**src/rtl/gshare_predictor.sv**
```systemverilog
// gshare direction predictor: a PHT of 2-bit saturating counters indexed by
// PC bits XOR global history, trained on branch resolution, with statistics.
module gshare_predictor #(
  parameter int HIST_BITS = 4,
  parameter int PC_LSB    = 2,
  parameter int CNT_BITS  = 16
) (
  input  logic                 clk,
  input  logic                 reset,
  input  logic [31:0]          IF_PC,
  input  logic [HIST_BITS-1:0] branch_history,
  output logic                 predict_taken,
  output logic [HIST_BITS-1:0] predict_hist,
  input  logic                 ID_EX_Branch,
  input  logic [31:0]          ID_EX_PC,
  input  logic [HIST_BITS-1:0] ID_EX_hist,
  input  logic                 ID_EX_pred,
  input  logic                 Pcsrc,
  output logic                 mispredict,
  output logic [CNT_BITS-1:0]  branch_count,
  output logic [CNT_BITS-1:0]  mispredict_count
);

  localparam int DEPTH = 1 << HIST_BITS;

  logic [1:0]           pht_q [DEPTH];
  logic [1:0]           pht_d [DEPTH];
  logic [HIST_BITS-1:0] lookup_idx;
  logic [HIST_BITS-1:0] update_idx;
  logic [1:0]           update_cnt;
  logic [1:0]           trained_cnt;
  logic [1:0]           lookup_cnt;
  logic [CNT_BITS-1:0]  branch_count_q, branch_count_d;
  logic [CNT_BITS-1:0]  mispredict_count_q, mispredict_count_d;
  logic                 unused_bits;

  assign lookup_idx = IF_PC[PC_LSB+HIST_BITS-1:PC_LSB] ^ branch_history;
  assign update_idx = ID_EX_PC[PC_LSB+HIST_BITS-1:PC_LSB] ^ ID_EX_hist;

  // PC bits outside the index window do not take part in prediction.
  assign unused_bits = ^{IF_PC[31:PC_LSB+HIST_BITS], IF_PC[PC_LSB-1:0],
                         ID_EX_PC[31:PC_LSB+HIST_BITS], ID_EX_PC[PC_LSB-1:0]};

  always_comb begin
    update_cnt  = pht_q[update_idx];
    trained_cnt = update_cnt;
    if (Pcsrc) begin
      if (update_cnt != 2'b11) trained_cnt = update_cnt + 2'b01;
    end else begin
      if (update_cnt != 2'b00) trained_cnt = update_cnt - 2'b01;
    end

    pht_d = pht_q;
    if (ID_EX_Branch) pht_d[update_idx] = trained_cnt;

    // A lookup hitting the entry being trained sees the post-update value.
    if (ID_EX_Branch && (lookup_idx == update_idx)) lookup_cnt = trained_cnt;
    else                                            lookup_cnt = pht_q[lookup_idx];
  end

  assign predict_taken = lookup_cnt[1];
  assign predict_hist  = branch_history;
  assign mispredict    = ID_EX_Branch & (ID_EX_pred != Pcsrc);

  always_comb begin
    branch_count_d     = branch_count_q;
    mispredict_count_d = mispredict_count_q;
    if (ID_EX_Branch && (branch_count_q != '1))
      branch_count_d = branch_count_q + 1'b1;
    if (mispredict && (mispredict_count_q != '1))
      mispredict_count_d = mispredict_count_q + 1'b1;
  end

  assign branch_count     = branch_count_q;
  assign mispredict_count = mispredict_count_q;

  always_ff @(posedge clk) begin
    if (reset) begin
      for (int i = 0; i < DEPTH; i++) pht_q[i] <= 2'b01;
      branch_count_q     <= '0;
      mispredict_count_q <= '0;
    end else begin
      pht_q              <= pht_d;
      branch_count_q     <= branch_count_d;
      mispredict_count_q <= mispredict_count_d;
    end
  end

endmodule

```
**config.mk**
```make
export PLATFORM = sky130hd
export DESIGN_NAME = gshare_predictor
export DESIGN_NICKNAME = d
export VERILOG_FILES = /design/src/rtl/gshare_predictor.sv
export SDC_FILE = /design/constraint.sdc
export NUM_CORES = 1
export LEC_CHECK = 0
export CAP_MARGIN = 20
export CORE_MARGIN = 4
export CORE_UTILIZATION = 45
export DETAILED_ROUTE_END_ITERATION = 7
export GPL_TIMING_DRIVEN = 0
export PLACE_DENSITY = 0.8
export SYNTH_ARGS = -nofsm -noshare
export SYNTH_HDL_FRONTEND = slang
export SYNTH_SLANG_ARGS = --single-unit
export TNS_END_PERCENT = 10
```
**constraint.sdc**
```tcl
create_clock -name clk -period 2.8 [get_ports clk]
set_input_delay 0.42 -clock clk [delete_from_list [all_inputs] [get_ports clk]]
set_output_delay 0.42 -clock clk [all_outputs]
set_load 0.01 [all_outputs]
```
* Word-level counts from Yosys, hierarchy flattened *
Cells that the tools add are included.

word-level totals
  register bits = 64
  input bits = 77
  output and inout bits = 38
  word-level logic and storage cells = 53

cells by class
  $add $sub $neg = 4
  magnitude comparators = 3
  equality and inequality tests = 5
  mux-type cells = 13
  bitwise operators = 5
  reductions and logical operators = 5

operators with widths
  cell                                                                           count
  16-bit by 1-bit adder with 16-bit output (second input constant)               2
  32-bit bitwise mux                                                             1
  16-bit != test (second input constant)                                         2
  2-bit 2-to-1 mux                                                               9
  2-bit binary-select mux with 4-bit select                                      2
  5-bit >= comparator (second input constant)                                    2
  4-bit NOT with 5-bit output                                                    2
  2-bit demux with 4-bit select                                                  1
  4-bit bitwise XOR                                                              2
  5-bit by 1-bit less-than comparator with 1-bit output (second input constant)  1
  4-bit == test                                                                  1
  1-bit logical AND                                                              4
  2-bit by 1-bit adder with 2-bit output (second input constant)                 1
  2-bit != test (second input constant)                                          1
  2-bit nonzero test                                                             1
  2-bit by 1-bit subtractor with 2-bit output (second input constant)            1
  1-bit bitwise AND                                                              1
  1-bit != test                                                                  1

* Depth between registers and ports, before layout *
  depth after elaboration = 9
  mapped depth = 8
  depth with buffers taken out = 7

* Worst setup path after synthesis *
No wires, ideal clock.

  path kind = input to output
  start point = input ID_EX_hist[0]
  end point = output predict_taken
  data arrival time = 2.202 ns
  required time = 2.380 ns
  setup slack = 0.178 ns
  stages = 8
  path buffers = 2
  path through = xnor2_2 > buf_6 > mux4_2 > a22o_1 > nor2_1 > maj3_2 > buf_6 > o21ai_1

between the ends
  word-level cells in the longest chain between the ends = 9
  elaborated cells between the ends (all ways) = 15
  those cells by class = 2 x add/sub; 2 x eq/ne; 7 x mux; 2 x bitwise; 2 x reduce/logical

RTL lines
  what                                                                 line    source
  start, declared                                                      16      input logic [HIST_BITS-1:0] ID_EX_hist,
  4-bit bitwise XOR (*)                                                38      assign update_idx = ID_EX_PC[PC_LSB+HIST_BITS-1:PC_LSB] ^ ID_EX_hist;
  4-bit NOT with 5-bit output (implied by the code)                    45      update_cnt = pht_q[update_idx];
  2-bit binary-select mux with 4-bit select                            45
  2-bit 2-to-1 mux (implied by the code) (2 in series)                 45
  2-bit by 1-bit subtractor with 2-bit output (tied with other cells)  50      if (update_cnt != 2'b00) trained_cnt = update_cnt - 2'b01;
  2-bit 2-to-1 mux, on equally long branches                           50, 48
  2-bit 2-to-1 mux                                                     47      if (Pcsrc) begin
  2-bit 2-to-1 mux (*)                                                 57      if (ID_EX_Branch && (lookup_idx == update_idx)) lookup_cnt = trained_cnt;
  end, declared                                                        12      output logic predict_taken,

Every way passes the cells marked *; elsewhere a longest branch is shown, timed or not. The select of a mux whose other input is x is not followed.

* Worst setup path after layout *
Same ends and word-level chain as after synthesis.

==> results.md <==
- Final critical-path share of the clock period: between 90% and 100%
- Busiest grt layer: met2
- Power density over cell area: about 490 nW/um2
- Max-slew headroom at the worst pin: a little over three fifths
- Min-Delay Endpoint: pht_q[13]
- Ys flop type: dfxtp_1
- Number of global-route vias before repair: approximately 2700
- RR Startpoint: pht_q[16]
- Inserted Diodes: 0
- Register area share after synthesis: 39.3%
- First-pass GRT wire length: about 13000 um
- Final RePlAce weighted congestion: 0.834
- Max frequency: about 360 MHz
- CTS Sinks: between 60 and 70
- Net Count, Synth: between 400 and 500
- Most frequent cells in the layout: nor2_1 (65), dfxtp_1 (64), clkdlybuf4s50_1 (45)
- VDD IR max: around 240 uV
- Largest fanout on the critical path: 8
- TritonCTS clock tree: built
- Crit-path most repeated cell: buf_2
- Final WL: roughly 8400 um
- Row count: 30
- WP data required: ~2400 ps
- R2r setup slk: approximately 340 ps
- # DRC: 0
- Arrival time worst endpoint: 2370 ps
- Total gr overflow: 0
- WL per Instance: between 15 and 20 um
- Die ar.: ~8700 um2
- Fin crit period: 2790 ps
- Worst Hold Class: reg2reg
- Tightest Pin Transition: between 500 and 600 ps
- Synth async-reset ratio: 0%
- Core ar.: roughly 6900 um2
- Ports: about 120
- M3 GR Usage: about 3.6%
- Syn avg cell area: roughly 9.4 um2
- Number of flops mapped to enable cells by yosys: 0
- Largest net degree at the start of global routing: 13
- Met1 GRT Util: approximately 24%
- Max cap viols: 0
- Final HPWL DP: approximately 5700 um
- Hold_sp: pht_q[13]
- Startpoint types: input pin
- Distinct cells, synth: 38
- Port Buffer Count: 56
- Netlist Area Pre-Place: ~3300 um2
- CP max-delay cell: mux4_2
- Maximum root-to-sink buffer count: 2
- Clk root buf: clkbuf_8
- Layout cells sized above 1: 18.6%
- Leak pwr: about 0.0016 uW
- Setup Skew: 15.9 ps
- Vias: around 3000
- GR Util All Layers: a little under a fifth
- YS warnings: 0
- FF-to-FF path depth: 12
- Initial antenna violation count: 0
- Max stage delay on crit path: 500 ps
- Pwr Total: 2200 uW
- Critical R2R Capture: pht_q[26]
- Met2 Use GR: between 30% and 40%
- Clk_lat worst skew: between 300 and 400 ps
- Cell chain of the critical path: buf_2, xnor2_4, buf_8, mux4_2, nand2_1, and4_1, maj3_2, buf_6, o21ai_1, buf_2
- Final hold vios: 0
- WS Path Type: in2out
- Final antenna-violating net count: 0
- Worst-path clk slew: approximately 70 ps
- Number of buffers created by CTS: 9
- RSZ-0062 raised after global routing: true
- Setup-failing EPs final: 0
- Hold depth: 2
- Fin nets: ~510
- Fin. max-slew vios: 0
- Drt pass-1 iters: 6
- Initial Util: 47.2%
- #FFs+latches synth: between 60 and 70
- Iteration-0 DRC Markers: approximately 200
- Post-synthesis cell count: approximately 350
- DR vias/cell: around 5.5
- Synthesis-to-layout area growth: 36.7%
- Post-route worst setup slack: around 11 ps
- CTS HTree Levels: 3
- Status: finished clean
- Worst setup EP type: output pin
- Pre-CTS setup slack: -1060 ps
- Die width: ~93 um
- DIE HEIGHT: about 93 um
- Commonest non-fill, non-tap cell in the layout: nor2_1
worst max-delay path by stage:
| stage | start | end | slack, ps | depth (start not counted) |
|---|---|---|---|---|
| after floorplan | ID_EX_hist[0] | predict_taken | 180 | 8 |
| after global placement | ID_EX_hist[0] | predict_taken | -1010 | 10 |
| after detailed placement | ID_EX_hist[0] | predict_taken | -1060 | 10 |
| after CTS | ID_EX_PC[2] | predict_taken | 4 | 10 |
| after global routing | ID_EX_hist[0] | predict_taken | -40 | 10 |
| final | ID_EX_hist[0] | predict_taken | 10 | 10 |
power breakdown:
group | switching, uW | internal (uW) | total, uW
combinational | 201 | 222 | 422
sequential | 17.0 | 931 | 948
clock | 389 | 438 | 827
synth_stat cells, types with 2 or more instances:
cell type	instances	area, um2
mux2i_1	3	30.0
a211oi_2	4	50.1
a211o_1	16	140
and3_1	10	62.6
buf_4	4	30.0
nor2_1	70	263
and4_1	5	43.8
nor3_1	3	15.0
xor2_1	23	201
o21a_1	2	15.0
a21oi_1	3	15.0
a211oi_1	12	90.1
mux4_1	3	78.8
inv_1	2	7.51
ha_1	2	25.0
o2111ai_1	2	17.5
maj3_2	2	22.5
nand3b_1	2	15.0
nand3_1	9	45.0
nand4_1	12	75.1
nand2_1	19	71.3
mux4_2	9	203
clkbuf_1	10	37.5
or3_1	3	18.8
buf_6	3	33.8
nor2b_1	16	100
and2_1	3	18.8
xnor2_1	18	158
a22o_1	2	17.5
o21ai_0	3	15.0
dfxtp_1	64	1280
final cells by class:
cell class                      count  area [um2]
Tap cell                           96         120
Multi-Input combinational cell    262        1980
Clock inverter                      6        67.6
Inverter                            2        7.51
Clock buffer                       10         138
Fill cell                         553        2450
Buffer                             18         120
Timing Repair Buffer               78         747
Sequential cell                    64        1280
metrics by stage:
| stage | hold slack (ps) | setup TNS (ps) | util (%) | cell area, um2 | instances |
|---|---|---|---|---|---|
| floorplan | 484 | 0 | - | 3260 | 346 |
| global placement | 494 | -7890 | 57.0 | 3940 | 498 |
| detailed placement | 503 | -9130 | 57.0 | 3940 | 498 |
| CTS | 514 | 0 | 62.6 | 4320 | 530 |
| global route | 551 | -64.8 | 64.5 | 4460 | 536 |
| finish | 517 | 0 | 64.5 | 4460 | 536 |
sequential cells by signal, summed over array words and instances, names as in the netlist:
signal and flops:
branch_count 16, mispredict_count 16, pht_q 32
timing repair:
item / CTS / global route
setup buffers: 15 / 5
gates resized for setup: 28 / 19
gates cloned: 1 / 1
endpoints found under the setup margin: 1 / 12
pin swaps: 8 / 8
hold buffers: 0 / 0
endpoints found under the hold margin: 0 / 0
routing by layer:
metal	vias up	part of all wire, %
met5	-	0
met4	0	2.6
met3	19	5.8
met2	115	48
met1	1406	43
li1	1412	-
critical path, delay by kind of cell:
kind	cells	cell delay (ps)
adder cells (fa/ha/maj)	1	230
buffers and inverters	4	550
AND/OR/NAND/NOR	2	380
multiplexers	1	500
AO/OA/AOI/OAI	1	50
XOR/XNOR	1	240
logic make-up (layout without fill, tap and decap cells):
family / Yosys count / count (layout) / share of synthesized area, %
simple gates: 154 / 154 / 22.9
fa+ha+maj: 4 / 4 / 1.46
compound gates: 46 / 46 / 11.4
buf+inv: 20 / 114 / 3.49
mux: 16 / 16 / 9.90
xor+xnor: 42 / 42 / 11.5
flops: 64 / 64 / 39.3
No activity file was read; power rests on OpenSTA's default activity.
